`config.mk`:
```
export PLATFORM = sky130hd
export DESIGN_NAME = can_id_hop_controller
export DESIGN_NICKNAME = d
export VERILOG_FILES = /design/src/rtl/can_id_hop_controller.sv
export SDC_FILE = /design/constraint.sdc
export NUM_CORES = 1
export LEC_CHECK = 0
export ABC_AREA = 1
export BUFFER_PORTS_ARGS = -buffer_cell sky130_fd_sc_hd__buf_2
export CORE_UTILIZATION = 25
export CTS_BUF_LIST = sky130_fd_sc_hd__clkbuf_8 sky130_fd_sc_hd__clkbuf_16
export CTS_CLUSTER_SIZE = 10
export DETAILED_ROUTE_END_ITERATION = 12
export PLACE_DENSITY = 0.39
export SYNTH_ARGS = -nofsm -noshare
export SYNTH_HDL_FRONTEND = slang
export SYNTH_SLANG_ARGS = --single-unit
```
`constraint.sdc`:
```
create_clock -name clk -period 9.4 [get_ports clk]
set_input_delay 1.41 -clock clk [delete_from_list [all_inputs] [get_ports clk]]
set_output_delay 1.41 -clock clk [all_outputs]
set_load 0.005 [all_outputs]
```
`src/rtl/can_id_hop_controller.sv`:
```
// can_id_hop_controller: CAN ID priority table with arbitrated write, rotate (ID hop), index->ID and ID->index access
// Ports:
//   clk, rst                          clock, asynchronous active-high reset
//   wr_req_i/wr_addr_i/wr_id_i/wr_ack_o   host write of one table entry
//   hop_req_i/hop_ack_o/hop_cnt_o     rotate table left by one, count of completed hops
//   rx_req_i/rx_prio_i/rx_id_o/rx_ack_o   read ID stored at a priority index
//   tx_req_i/tx_id_i/tx_prio_o/tx_found_o/tx_ack_o   search lowest index holding an ID
//   busy_o                            controller not idle
module can_id_hop_controller #(
  parameter int DEPTH = 16,
  parameter int AW = $clog2(DEPTH),
  parameter int IDW = 11
) (
  input  logic           clk,
  input  logic           rst,
  input  logic           wr_req_i,
  input  logic [AW-1:0]  wr_addr_i,
  input  logic [IDW-1:0] wr_id_i,
  output logic           wr_ack_o,
  input  logic           hop_req_i,
  output logic           hop_ack_o,
  output logic [7:0]     hop_cnt_o,
  input  logic           rx_req_i,
  input  logic [AW-1:0]  rx_prio_i,
  output logic [IDW-1:0] rx_id_o,
  output logic           rx_ack_o,
  input  logic           tx_req_i,
  input  logic [IDW-1:0] tx_id_i,
  output logic [AW-1:0]  tx_prio_o,
  output logic           tx_found_o,
  output logic           tx_ack_o,
  output logic           busy_o
);
  typedef enum logic [1:0] {IDLE, SEARCH, HOP, ACK} state_t;
  state_t state_q, state_d;
  logic [IDW-1:0] table_q [DEPTH];
  logic [IDW-1:0] table_d [DEPTH];
  logic [AW-1:0] idx_q, idx_d, nxt;
  logic [IDW-1:0] key_q, key_d, tmp_q, tmp_d, rx_id_q, rx_id_d;
  logic [7:0] hop_cnt_q, hop_cnt_d;
  logic [AW-1:0] tx_prio_q, tx_prio_d;
  logic tx_found_q, tx_found_d;
  logic wr_ack_q, wr_ack_d, hop_ack_q, hop_ack_d, rx_ack_q, rx_ack_d, tx_ack_q, tx_ack_d;
  logic idle, g_wr, g_hop, g_rx, g_tx, last, hit;
  // fixed-priority grant, only evaluated while idle
  assign idle = state_q == IDLE;
  assign g_wr = idle && wr_req_i;
  assign g_hop = idle && !wr_req_i && hop_req_i;
  assign g_rx = idle && !wr_req_i && !hop_req_i && rx_req_i;
  assign g_tx = idle && !wr_req_i && !hop_req_i && !rx_req_i && tx_req_i;
  assign nxt = idx_q + AW'(1);
  assign last = idx_q == AW'(DEPTH - 1);
  assign hit = table_q[idx_q] == key_q;
  always_ff @(posedge clk or posedge rst) begin
    if (rst) begin
      state_q <= IDLE;
      for (int i = 0; i < DEPTH; i++) table_q[i] <= IDW'(i);
      idx_q <= '0;
      key_q <= '0;
      tmp_q <= '0;
      rx_id_q <= '0;
      hop_cnt_q <= '0;
      tx_prio_q <= '0;
      tx_found_q <= 1'b0;
      wr_ack_q <= 1'b0;
      hop_ack_q <= 1'b0;
      rx_ack_q <= 1'b0;
      tx_ack_q <= 1'b0;
    end else begin
      state_q <= state_d;
      table_q <= table_d;
      idx_q <= idx_d;
      key_q <= key_d;
      tmp_q <= tmp_d;
      rx_id_q <= rx_id_d;
      hop_cnt_q <= hop_cnt_d;
      tx_prio_q <= tx_prio_d;
      tx_found_q <= tx_found_d;
      wr_ack_q <= wr_ack_d;
      hop_ack_q <= hop_ack_d;
      rx_ack_q <= rx_ack_d;
      tx_ack_q <= tx_ack_d;
    end
  end
  always_comb begin
    state_d = state_q;
    case (state_q)
      IDLE:    state_d = g_tx ? SEARCH : g_hop ? HOP : (g_wr || g_rx) ? ACK : IDLE;
      SEARCH:  state_d = (hit || last) ? ACK : SEARCH;
      HOP:     state_d = last ? ACK : HOP;
      default: state_d = IDLE;
    endcase
  end
  // datapath and registered acks; the rotation shifts one entry per cycle using tmp for the wrap-around
  always_comb begin
    table_d = table_q;
    idx_d = idx_q;
    key_d = key_q;
    tmp_d = tmp_q;
    rx_id_d = rx_id_q;
    hop_cnt_d = hop_cnt_q;
    tx_prio_d = tx_prio_q;
    tx_found_d = tx_found_q;
    wr_ack_d = g_wr;
    rx_ack_d = g_rx;
    tx_ack_d = state_q == SEARCH && (hit || last);
    hop_ack_d = state_q == HOP && last;
    if (g_wr) table_d[wr_addr_i] = wr_id_i;
    if (g_rx) rx_id_d = table_q[rx_prio_i];
    if (g_tx) begin
      idx_d = '0;
      key_d = tx_id_i;
    end
    if (g_hop) begin
      idx_d = '0;
      tmp_d = table_q[0];
    end
    if (state_q == SEARCH) begin
      idx_d = nxt;
      tx_prio_d = hit ? idx_q : last ? '0 : tx_prio_q;
      tx_found_d = hit ? 1'b1 : last ? 1'b0 : tx_found_q;
    end
    if (state_q == HOP) begin
      table_d[idx_q] = last ? tmp_q : table_q[nxt];
      idx_d = nxt;
      hop_cnt_d = last ? hop_cnt_q + 8'd1 : hop_cnt_q;
    end
  end
  always_comb begin
    busy_o = state_q != IDLE;
    wr_ack_o = wr_ack_q;
    hop_ack_o = hop_ack_q;
    rx_ack_o = rx_ack_q;
    tx_ack_o = tx_ack_q;
    hop_cnt_o = hop_cnt_q;
    rx_id_o = rx_id_q;
    tx_prio_o = tx_prio_q;
    tx_found_o = tx_found_q;
  end
endmodule

```
# Word-level counts from Yosys, hierarchy flattened
# Cells that the tools add are included.
dict set report totals {
  ff_bits 232
  output_inout_bits 29
  in_bits 36
}
dict set report op_classes {
  n_eq_ne 4
  bitwise_logic 4
  reduce_logical 22
  n_addsub 2
  order_cmp 6
  n_mux 32
}
# cell n
set op_table {}
lappend op_table {{$bwmux W176} 2}
lappend op_table {{$mux W176} 2}
lappend op_table {{$bmux W11 S4} 3}
lappend op_table {{$mux W11} 9}
lappend op_table {{$demux W11 S4} 2}
lappend op_table {{$mux W4} 6}
lappend op_table {{$ge A5 B5 Y1 const B} 4}
lappend op_table {{$not A4 Y5} 4}
lappend op_table {{$eq A11 B11 Y1} 1}
lappend op_table {{$logic_and A1 B1 Y1} 11}
lappend op_table {{$lt A5 B1 Y1 const B} 2}
lappend op_table {{$add A8 B1 Y8 const B} 1}
lappend op_table {{$mux W2} 4}
lappend op_table {{$pmux W2 S3} 1}
lappend op_table {{$add A4 B1 Y4 const B} 1}
lappend op_table {{$eq A4 B4 Y1 const B} 1}
lappend op_table {{$reduce_and A2 Y1} 2}
lappend op_table {{$reduce_bool A2 Y1} 2}
lappend op_table {{$reduce_bool A4 Y1} 1}
lappend op_table {{$logic_not A1 Y1} 3}
lappend op_table {{$mux W1} 3}
lappend op_table {{$eq A2 B1 Y1 const B} 1}
lappend op_table {{$eq A2 B2 Y1 const B} 1}
lappend op_table {{$logic_not A2 Y1} 1}
lappend op_table {{$logic_or A1 B1 Y1} 2}

# Longest topological paths before layout
# Gate-level depths: netlist (run 1).
dict set report logic_depth {
  word_depth 9
  ltp_mapped 18
  ltp_nobuf 16
}

# Worst setup path after synthesis (run 1)
# OpenSTA, ideal clock, no wires.
dict set report synth_timing {
  path_type {input -> register}
  startpoint {in wr_req_i}
  endpoint {reg table_q[149] in the netlist's numbering}
  setup_slack_ps 6706
  arrival_time_ps 2562
  cell_stages 8
  cell_sequence {nand2_1 -> clkinv_1 -> nand3_1 -> nor2_1 -> clkinv_1 -> clkbuf_1 -> a211oi_1 -> a21oi_1}
}
# element line_no
set synth_lines {}
lappend synth_lines {{start, declared} 16} ;# input logic wr_req_i,
lappend synth_lines {{end signal, assigned} 71} ;# table_q <= table_d;
lappend synth_lines {{end, declared} 36} ;# logic [IDW-1:0] table_q [DEPTH];

==> results of run 1 <==
[critical path, cell delays in order, from the launching register on]
cell,delay [ns]
dfrtp_4,0.82
buf_12,0.42
ha_1,0.36
xnor2_2,0.13
buf_4,0.53
inv_2,0.52
nand3_1,0.21
nand3_1,0.10
nand3_1,0.11
o21ai_0,0.25
buf_4,0.28
o21ai_0,0.26
[synth_stat cells, drive strengths merged, types with 6 or more instances]
cell type    n
dfrtp      200
a21oi      390
ha           9
o21ai      438
nand2      378
clkbuf     113
nor2       113
inv        241
clkinv       6
buf         68
dfstp       32
o211ai      23
a211oi      28
o22ai        6
nor3         7
nand3      219
a31oi       12
[final timing paths]
check,start,end,cells after the start
max in group asynchronous,rst,idx_q[1]$_DFFE_PP0P_,3
hold reg to reg,hop_cnt_o[7]$_DFFE_PP0P_,hop_cnt_o[7]$_DFFE_PP0P_,1
setup / recovery,idx_q[0]$_DFFE_PP0P_,table_q[12]$_DFF_PP1_,11
setup reg to reg,idx_q[0]$_DFFE_PP0P_,table_q[12]$_DFF_PP1_,11
hold / removal,hop_cnt_o[7]$_DFFE_PP0P_,hop_cnt_o[7]$_DFFE_PP0P_,1
min in group asynchronous,rst,tmp_q[3]$_DFFE_PP0P_,2
[flip-flops by register name, indices dropped and copies added (netlist names)]
| register | flops |
|---|---|
| tx_ack_o | 1 |
| state_q | 2 |
| tx_found_o | 1 |
| hop_cnt_o | 8 |
| hop_ack_o | 1 |
| idx_q | 4 |
| tmp_q | 11 |
| key_q | 11 |
| rx_ack_o | 1 |
| tx_prio_o | 4 |
| wr_ack_o | 1 |
| table_q | 176 |
| rx_id_o | 11 |
[cells by family (layout without fill, tap and decap cells)]
logic type | Yosys count | count (layout) | share of synthesized area
flip-flops | 232 | 232 | 0.376
AO/OA/AOI/OAI | 900 | 900 | 0.303
multiplexers | 2 | 2 | 0.00129
XOR/XNOR | 9 | 9 | 0.00507
other | 0 | 2 | 0
adder cells (fa/ha/maj) | 9 | 9 | 0.00724
AND/OR/NAND/NOR | 724 | 724 | 0.194
buffers and inverters | 428 | 417 | 0.113
[power by group through the flow]
| stage | logic, µW | clock network, µW | registers (µW) |
|---|---|---|---|
| CTS | 3090 | 1340 | 1840 |
| global placement | 3090 | 0 | 1860 |
| floorplan | 2200 | 0 | 1690 |
| global route | 3490 | 1370 | 1910 |
| detailed placement | 3090 | 0 | 1860 |
| finish | 3140 | 1310 | 1860 |
[cells in the final DEF (no fill, tap or decap), types with 4 or more instances in the layout]
master | netlist | layout
buf_4 | 20 | 46
nand4_1 | 5 | 5
a211oi_1 | 28 | 28
a31oi_1 | 12 | 12
inv_1 | 236 | 246
xor2_1 | 5 | 4
clkbuf_16 | 0 | 37
dfstp_2 | 32 | 32
o22ai_1 | 6 | 6
o211ai_1 | 23 | 23
nand2_1 | 378 | 377
nand3_1 | 219 | 219
nor3_1 | 7 | 7
o21ai_0 | 421 | 421
dfrtp_1 | 200 | 198
nor2_1 | 112 | 106
clkinv_2 | 0 | 4
buf_2 | 32 | 63
clkbuf_8 | 0 | 6
o21ai_2 | 14 | 14
clkinv_1 | 6 | 7
nor2_2 | 1 | 4
ha_1 | 9 | 8
a21oi_1 | 390 | 390
[layer usage]
| layer | part of all wire | routed length (µm) | up-vias | global-route usage |
|---|---|---|---|---|
| met5 | 0.00016 | 13 | - | 0 |
| met4 | 0.027 | 2240 | 2 | 0.0763 |
| met3 | 0.089 | 7450 | 126 | 0.0485 |
| met2 | 0.45 | 37700 | 871 | 0.417 |
| met1 | 0.44 | 36500 | 8184 | 0.365 |
| li1 | - | - | 7726 | - |
[per-stage QoR]
stage	power (µW)	worst slack, ns	cells	hold WS (ns)	instance area (µm²)
4_1_cts	6270	5.09	3130	0.486	17600
2_1_floorplan	3890	1.68	2304	0.465	15500
5_1_grt	6760	4.93	3130	0.505	17600
3_5_place_dp	4940	5.12	3070	0.472	16500
3_3_place_gp	4950	5.07	3070	0.462	16500
6_report	6310	4.92	3132	0.476	17600
[cell type report]
cell class / count / area, µm² / share of cell area
Multi-Input combinational cell: 1644 / 8000 / 0.454
Sequential cell: 232 / 5850 / 0.332
Tap cell: 837 / 1050 / 0.0594
Clock buffer: 43 / 1010 / 0.0572
Inverter: 247 / 938 / 0.0532
Timing Repair Buffer: 110 / 681 / 0.0386
Clock inverter: 17 / 98.8 / 0.00561
Antenna cell: 2 / 5.00 / 0.000284
==> impl_metrics.py, run 1 <==
metrics = {
    "cells_and_area": {
        "fill_cells": 6800,
        "drive_gt1_frac": 0.0977,
        "nNetsFinal": 2314,
        "area_delta_synth_final_pct": 13.4,
        "finalCoreUtilization": 0.286,
    },
    "power": {
        "ir_drop_mv": 0.180,
        "pwr-share-clk": 0.207,
        "leakagePower_uw": 0.00796,
        "power_density_mw_per_mm2": 358,
        "p_int_uw": 3190,
        "p_seq_frac": 0.295,
        "p_switching_uw": 3110,
        "p_sw_frac": 0.494,
        "power_frac_comb": 0.498,
    },
    "clock_network": {
        "cts_hold_buf": 0,
        "cts_tree": "built",
        "clkSinkCount": 232,
        "clock-root-buffer": "clkbuf_16",
        "cts_buffers": 34,
        "h-tree-depth": 2,
        "clockBufferDepth": 3,
        "clk-insertion-delay-late_ns": 0.56,
        "cts_resized": 0,
        "cts_setup_buffers": 0,
        "cts.clk_slew.worst_paths_ns": 0.05,
    },
    "sta": {
        "rsz0062_at_grt": "no",
        "fin_tns_setup_ns": 0,
        "slew_headroom": 0.237,
        "worstMarginPinSlew_ns": 1.14,
        "timing.final.crit_period_ns": 4.48,
        "max_freq_mhz": 223,
        "setup_viol": 0,
        "slew_violations": 0,
        "hold_violations": 0,
        "fin_crit_sh": 0.477,
        "clock_skew_ns": 0.0269,
    },
    "drt": {
        "initialDrtViolationCount": 2135,
        "route.detailed.drc": 0,
        "dr.pass1.iters": 5,
        "ant_nets": 0,
        "routed_wl_mm": 83.9,
        "via_per_inst": 5.40,
        "wl_per_cell_um": 26.8,
        "via_count": 16900,
    },
    "floorplanning": {
        "core-area_mm2": 0.0616,
        "start_util": 0.252,
        "dieHeight_um": 251,
        "pin_count": 65,
        "dieWidth_um": 251,
        "std_cell_rows": 91,
        "die_area_mm2": 0.0632,
    },
    "synth": {
        "synth_area_leaders": "dfrtp_1, o21ai_0, a21oi_1",
        "ys_ff_latch": 232,
        "synth_top_area_frac": 0.322,
        "yosysTopAreaCell": "dfrtp_1",
        "ys.flop_type": "dfrtp_1",
        "synth_seq_area_share": 0.376,
        "synth_area_per_cell_um2": 6.75,
        "synth_area_mm2": 0.0155,
        "ys_types": 31,
        "async_flop_share": 1.00,
        "synthesis.nets": 2349,
        "synth_cells": 2304,
        "synth_warnings": 0,
        "synth_edf_count": 0,
    },
    "worst_setup_path": {
        "cp_data_required_time_ns": 9.85,
        "critPathMaxFanout": 142,
        "end_kind": "flop",
        "crit_arrival_ns": 4.93,
        "worstSetupStartpointType": "flop",
        "critPathKind": "reg -> reg",
        "r2r_slack_ns": 4.92,
    },
    "global_route": {
        "antenna_found_initial": 6,
        "grt_remaining_overflow": 0,
        "grt_max_degree": 143,
        "track_usage": 0.264,
        "grt_pass1_vias": 15400,
        "grt_pass1_wl_mm": 119,
    },
    "place": {
        "hpwlAfterDp_mm": 49.9,
        "place.gp.congestion": 0.879,
        "io_buffers": 64,
    },
    "flow_run": {
        "drv_cap": 0,
    },
    "worst_hold_path": {
        "hp-class": "reg -> reg",
    },
    "status": {
        "status": "finished clean",
    },
}
No activity file was read; power rests on OpenSTA's default activity.
==> run 2, diff against run 1 <==
Clock period 9.4 ns to 4.3 ns, I/O delays scaled along.
==> impl_metrics.py, run 2 (same netlist as run 1, synthesis figures left out) <==
metrics = {
    "worst_hold_path": {
        "hp-class": "in -> async",
    },
    "global_route": {
        "grt-busiest-layer": "met2",
        "grt_max_degree": 164,
        "grt_pass1_wl_mm": 119,
        "track_usage": 0.266,
        "grt_remaining_overflow": 0,
        "antenna_found_initial": 8,
        "grt_use_met1": 0.370,
        "met3_usage": 0.0552,
        "grt_use_met2": 0.402,
        "grt_pass1_vias": 15800,
    },
    "clock_network": {
        "cts_buffers": 34,
        "clock-root-buffer": "clkbuf_16",
        "clockBufferDepth": 3,
        "cts_hold_buf": 0,
        "cts_resized": 0,
        "clkSinkCount": 232,
        "cts_tree": "built",
        "cts.clk_slew.worst_paths_ns": 0.06,
        "clk-insertion-delay-late_ns": 0.57,
        "cts_setup_buffers": 0,
        "h-tree-depth": 2,
    },
    "worst_setup_path": {
        "worstSetupStartpointType": "flop",
        "end_kind": "flop",
        "r2r-start": "idx_q[0]$_DFFE_PP0P_",
        "startpoint": "idx_q[0]$_DFFE_PP0P_",
        "critPathMaxFanout": 163,
        "cp_data_required_time_ns": 4.72,
        "crit_arrival_ns": 3.75,
        "critPathKind": "reg -> reg",
    },
    "floorplanning": {
        "std_cell_rows": 91,
        "pin_count": 65,
        "dieWidth_um": 251,
        "dieHeight_um": 251,
        "start_util": 0.252,
        "core-area_mm2": 0.0616,
        "die_area_mm2": 0.0632,
    },
    "cells_and_area": {
        "mostFrequentLayoutCell": "o21ai_0",
        "largest_reg_flops": 176,
        "final_cell_mix": "o21ai_0, a21oi_1, nand2_1",
        "fill_cells": 6819,
        "final_cells": 3167,
        "area_delta_synth_final_pct": 15.3,
        "largest-register": "table_q",
        "nNetsFinal": 2349,
        "drive_gt1_frac": 0.111,
    },
    "sta": {
        "fin_crit_sh": 0.774,
        "slew_violations": 0,
        "setup_viol": 0,
        "hold_violations": 0,
        "rsz0062_at_grt": "no",
        "clock_skew_ns": 0.0284,
        "max_freq_mhz": 300,
        "worstMarginPinSlew_ns": 1.04,
        "fin_tns_setup_ns": 0,
        "slew_headroom": 0.304,
        "timing.final.crit_period_ns": 3.33,
    },
    "place": {
        "io_buffers": 64,
        "hpwlAfterDp_mm": 53.1,
        "place.gp.congestion": 0.870,
        "place_inst": 3105,
    },
    "status": {
        "status": "finished clean",
    },
    "power": {
        "power_density_mw_per_mm2": 778,
        "power_frac_comb": 0.510,
        "p_sw_frac": 0.489,
        "p_seq_frac": 0.284,
        "p_switching_uw": 6830,
        "leakagePower_uw": 0.00814,
        "p_int_uw": 7120,
        "pwr-share-clk": 0.206,
        "ir_drop_mv": 0.296,
    },
    "drt": {
        "ant_nets": 0,
        "wl_per_cell_um": 26.8,
        "initialDrtViolationCount": 2078,
        "dr.pass1.iters": 6,
        "routed_wl_mm": 84.9,
        "via_per_inst": 5.42,
        "route.detailed.drc": 0,
        "via_count": 17200,
    },
    "flow_run": {
        "drv_cap": 0,
    },
}
==> run 2: cell count changes in the layout (fill, tap and decap cells not counted), sizes merged <==
cell,delta
buf,+35
clkbuf,-2
inv,-3
bufinv,+1
clkinvlp,+1
clkinv,+3
==> run 2: worst paths after layout <==
kind,cells past startpoint,end,slack (ns)
worst min-delay path,2,table_q[168]$_DFF_PP0_,0.14
worst min register to register,1,hop_cnt_o[7]$_DFFE_PP0P_,0.47
max in group asynchronous,3,idx_q[0]$_DFFE_PP0P_,3.05
worst max register to register,14,tx_prio_o[0]$_DFFE_PP0P_,0.97
min in group clk,3,key_q[9]$_DFFE_PP0P_,0.28
worst max-delay path,14,tx_prio_o[0]$_DFFE_PP0P_,0.97
==> run 2: layout make-up <==
cell class / instances / area, µm² / area share
inverter: 247 / 933 / 0.0521
clock buffer: 41 / 958 / 0.0535
tap: 837 / 1050 / 0.0584
timing repair buffer: 145 / 1010 / 0.0561
multi-input combinational: 1644 / 7980 / 0.445
clock inverter: 19 / 139 / 0.00775
sequential: 232 / 5850 / 0.326
antenna: 2 / 5.00 / 0.000279
==> run 2: worst max-delay path, cell delays in order, from the launching register on <==
cell	delay (ns)
dfrtp_4	0.46
buf_12	0.44
nand2_1	0.19
nand3_1	0.13
nand2_1	0.07
nand2_1	0.06
nand2_1	0.05
nor2_1	0.49
nor2_1	0.09
nor2_1	0.12
nand2_1	0.06
nor2_1	0.11
nand3_1	0.38
nand3_1	0.22
o21ai_2	0.07
==> run 2: power by group through the flow <==
stage | clock [µW] | combinational, µW | sequential, µW
6_report | 2870 | 7110 | 3970
5_1_grt | 2980 | 7840 | 4080
4_1_cts | 2920 | 6980 | 3950
3_5_place_dp | 0 | 6960 | 3980
3_3_place_gp | 0 | 6950 | 3980
2_1_floorplan | 0 | 4800 | 3710
==> run 2: layer usage <==
| metal | up-vias | share of wire |
|---|---|---|
| li1 | 7791 | - |
| met3 | 149 | 0.093 |
| met4 | 0 | 0.035 |
| met1 | 8328 | 0.44 |
| met5 | - | 0 |
| met2 | 894 | 0.43 |
==> run 2: per-stage QoR <==
stage | hold slack [ns] | utilization | instance area [µm²] | total power, µW | setup WS, ns
final | 0.139 | 0.291 | 17900 | 13900 | 0.972
after global routing | 0.174 | 0.291 | 17900 | 14900 | 0.766
after CTS | 0.140 | 0.291 | 17900 | 13800 | 1.05
after detailed placement | 0.455 | 0.273 | 16800 | 10900 | 1.06
after global placement | 0.453 | 0.273 | 16800 | 10900 | 1.06
after floorplan | 0.465 | - | 15500 | 8510 | 0.645
==> run 3, diff against run 2 <==
Clock period 4.3 ns to 3.4 ns, I/O delays scaled along.
==> impl_metrics.py, run 3 (same netlist as run 1, synthesis figures left out) <==
metrics = {
    "status": {
        "status": "finished clean",
    },
    "power": {
        "leakagePower_uw": 0.00834,
        "power_density_mw_per_mm2": 964,
        "ir_drop_mv": 0.533,
        "power_uw": 17600,
    },
    "worst_setup_path": {
        "r2r_slack_ns": 0.38,
        "crit_arrival_ns": 3.55,
        "slowest_stage": "clkinv_1",
        "critPathMaxFanout": 18,
        "worstSetupStartpointType": "flop",
        "worstPathCellList": "inv_1 -> ha_1 -> nand2_1 -> clkinv_1 -> buf_4 -> nand3_1 -> nor2_1 -> clkinv_1 -> o21ai_0 -> a21oi_1 -> a21oi_1",
        "critPathKind": "reg -> reg",
        "slowest_delay_ns": 0.69,
        "cp_data_required_time_ns": 3.93,
        "end_kind": "flop",
    },
    "cells_and_area": {
        "nNetsFinal": 2380,
        "area_delta_synth_final_pct": 17.6,
        "mostFrequentLayoutCell": "o21ai_0",
        "final_cell_mix": "o21ai_0, a21oi_1, nand2_1",
        "largest_reg_flops": 176,
        "finalCoreUtilization": 0.297,
        "drive_gt1_frac": 0.121,
        "largest-register": "table_q",
    },
    "place": {
        "hpwlAfterDp_mm": 55.7,
        "io_buffers": 64,
        "place.gp.congestion": 0.894,
    },
    "drt": {
        "dr.pass1.iters": 5,
        "via_count": 17300,
        "routed_wl_mm": 85.0,
        "route.detailed.drc": 0,
        "initialDrtViolationCount": 1924,
        "wl_per_cell_um": 26.6,
        "via_per_inst": 5.40,
        "ant_nets": 0,
    },
    "global_route": {
        "grt_max_degree": 105,
        "track_usage": 0.267,
        "grt_pass1_wl_mm": 121,
        "grt_pass1_vias": 16300,
        "grt_remaining_overflow": 0,
        "antenna_found_initial": 6,
    },
    "clock_network": {
        "h-tree-depth": 1,
        "cts_tree": "built",
        "cts_buffers": 31,
        "clk-insertion-delay-late_ns": 0.60,
        "clockBufferDepth": 3,
        "clock-root-buffer": "clkbuf_16",
        "cts.clk_slew.worst_paths_ns": 0.06,
        "clkSinkCount": 232,
    },
    "sta": {
        "max_freq_mhz": 331,
        "rsz0062_at_grt": "no",
        "hold_violations": 0,
        "slew_headroom": 0.272,
        "slew_violations": 0,
        "setup_viol": 0,
        "holdWs_ns": 0.110,
        "clock_skew_ns": 0.0162,
        "timing.final.crit_period_ns": 3.02,
        "worstMarginPinSlew_ns": 1.09,
        "fin_crit_sh": 0.889,
        "fin_tns_setup_ns": 0,
    },
    "floorplanning": {
        "dieHeight_um": 251,
        "start_util": 0.252,
        "die_area_mm2": 0.0632,
        "dieWidth_um": 251,
        "core-area_mm2": 0.0616,
        "pin_count": 65,
        "std_cell_rows": 91,
    },
    "flow_run": {
        "drv_cap": 0,
    },
    "worst_hold_path": {
        "hp-class": "in -> reg",
    },
}
run 3: cell count changes in the layout (fill, tap and decap cells not counted):
cell / delta
bufinv_16: -1
dlygate4sd3_1: +1
inv_6: -1
buf_12: +20
clkbuf_8: -2
inv_1: +4
clkinvlp_4: +2
clkinv_1: -1
buf_4: +13
clkbuf_16: -4
clkinv_2: -1
run 3: per-layer routing:
layer,GRT usage,wire [µm],up-vias,share of wire
li1,-,-,7857,-
met1,0.371,37500,8382,0.44
met2,0.399,35900,856,0.42
met3,0.0575,7880,155,0.093
met4,0.106,3640,2,0.043
met5,0,20,-,0.00024
run 3: worst max-delay path, delay by kind of cell, from the launching register on:
kind	cells	cell delay [ns]
compound gates	3	0.59
fa+ha+maj	1	0.16
buf+inv	4	1.15
flops	1	0.40
simple gates	3	0.66
run 3: area by class of cell:
class                           instances  area (µm²)
Clock inverter                         21         118
Sequential cell                       232        5850
Inverter                              247         937
Multi-Input combinational cell       1644        7980
Timing Repair Buffer                  179        1510
Clock buffer                           35         831
Fill cell                            6715       43300
Antenna cell                            2        5.00
Tap cell                              837        1050
run 3: worst paths after layout:
check,from,to,depth (start not counted)
setup / recovery,state_q[0]$_DFF_PP0_,table_q[140]$_DFF_PP0_,11
hold / removal,tx_id_i[9],key_q[9]$_DFFE_PP0P_,3
setup reg to reg,state_q[0]$_DFF_PP0_,table_q[140]$_DFF_PP0_,11
hold reg to reg,hop_cnt_o[7]$_DFFE_PP0P_,hop_cnt_o[7]$_DFFE_PP0P_,1
max in group asynchronous,rst,table_q[12]$_DFF_PP1_,4
min in group asynchronous,rst,tmp_q[3]$_DFFE_PP0P_,3
run 3: through the flow:
step,cell area [µm²],cells,setup WS (ns)
after floorplan,15500,2304,-0.120
after CTS,18300,3195,0.333
after detailed placement,17300,3138,0.356
after global routing,18300,3195,0.128
after global placement,17300,3138,0.310
final,18300,3197,0.377
run 3: repair_timing:
item,CTS,global route
setup buffers,0,0
hold buffers,1,0
resized for setup,0,1
setup endpoints to repair,0,1
endpoints found under the hold margin,9,0
run 3: where the power goes:
part	internal (µW)	switching, µW
clock network	1790	1390
logic	3080	6320
registers	4110	930
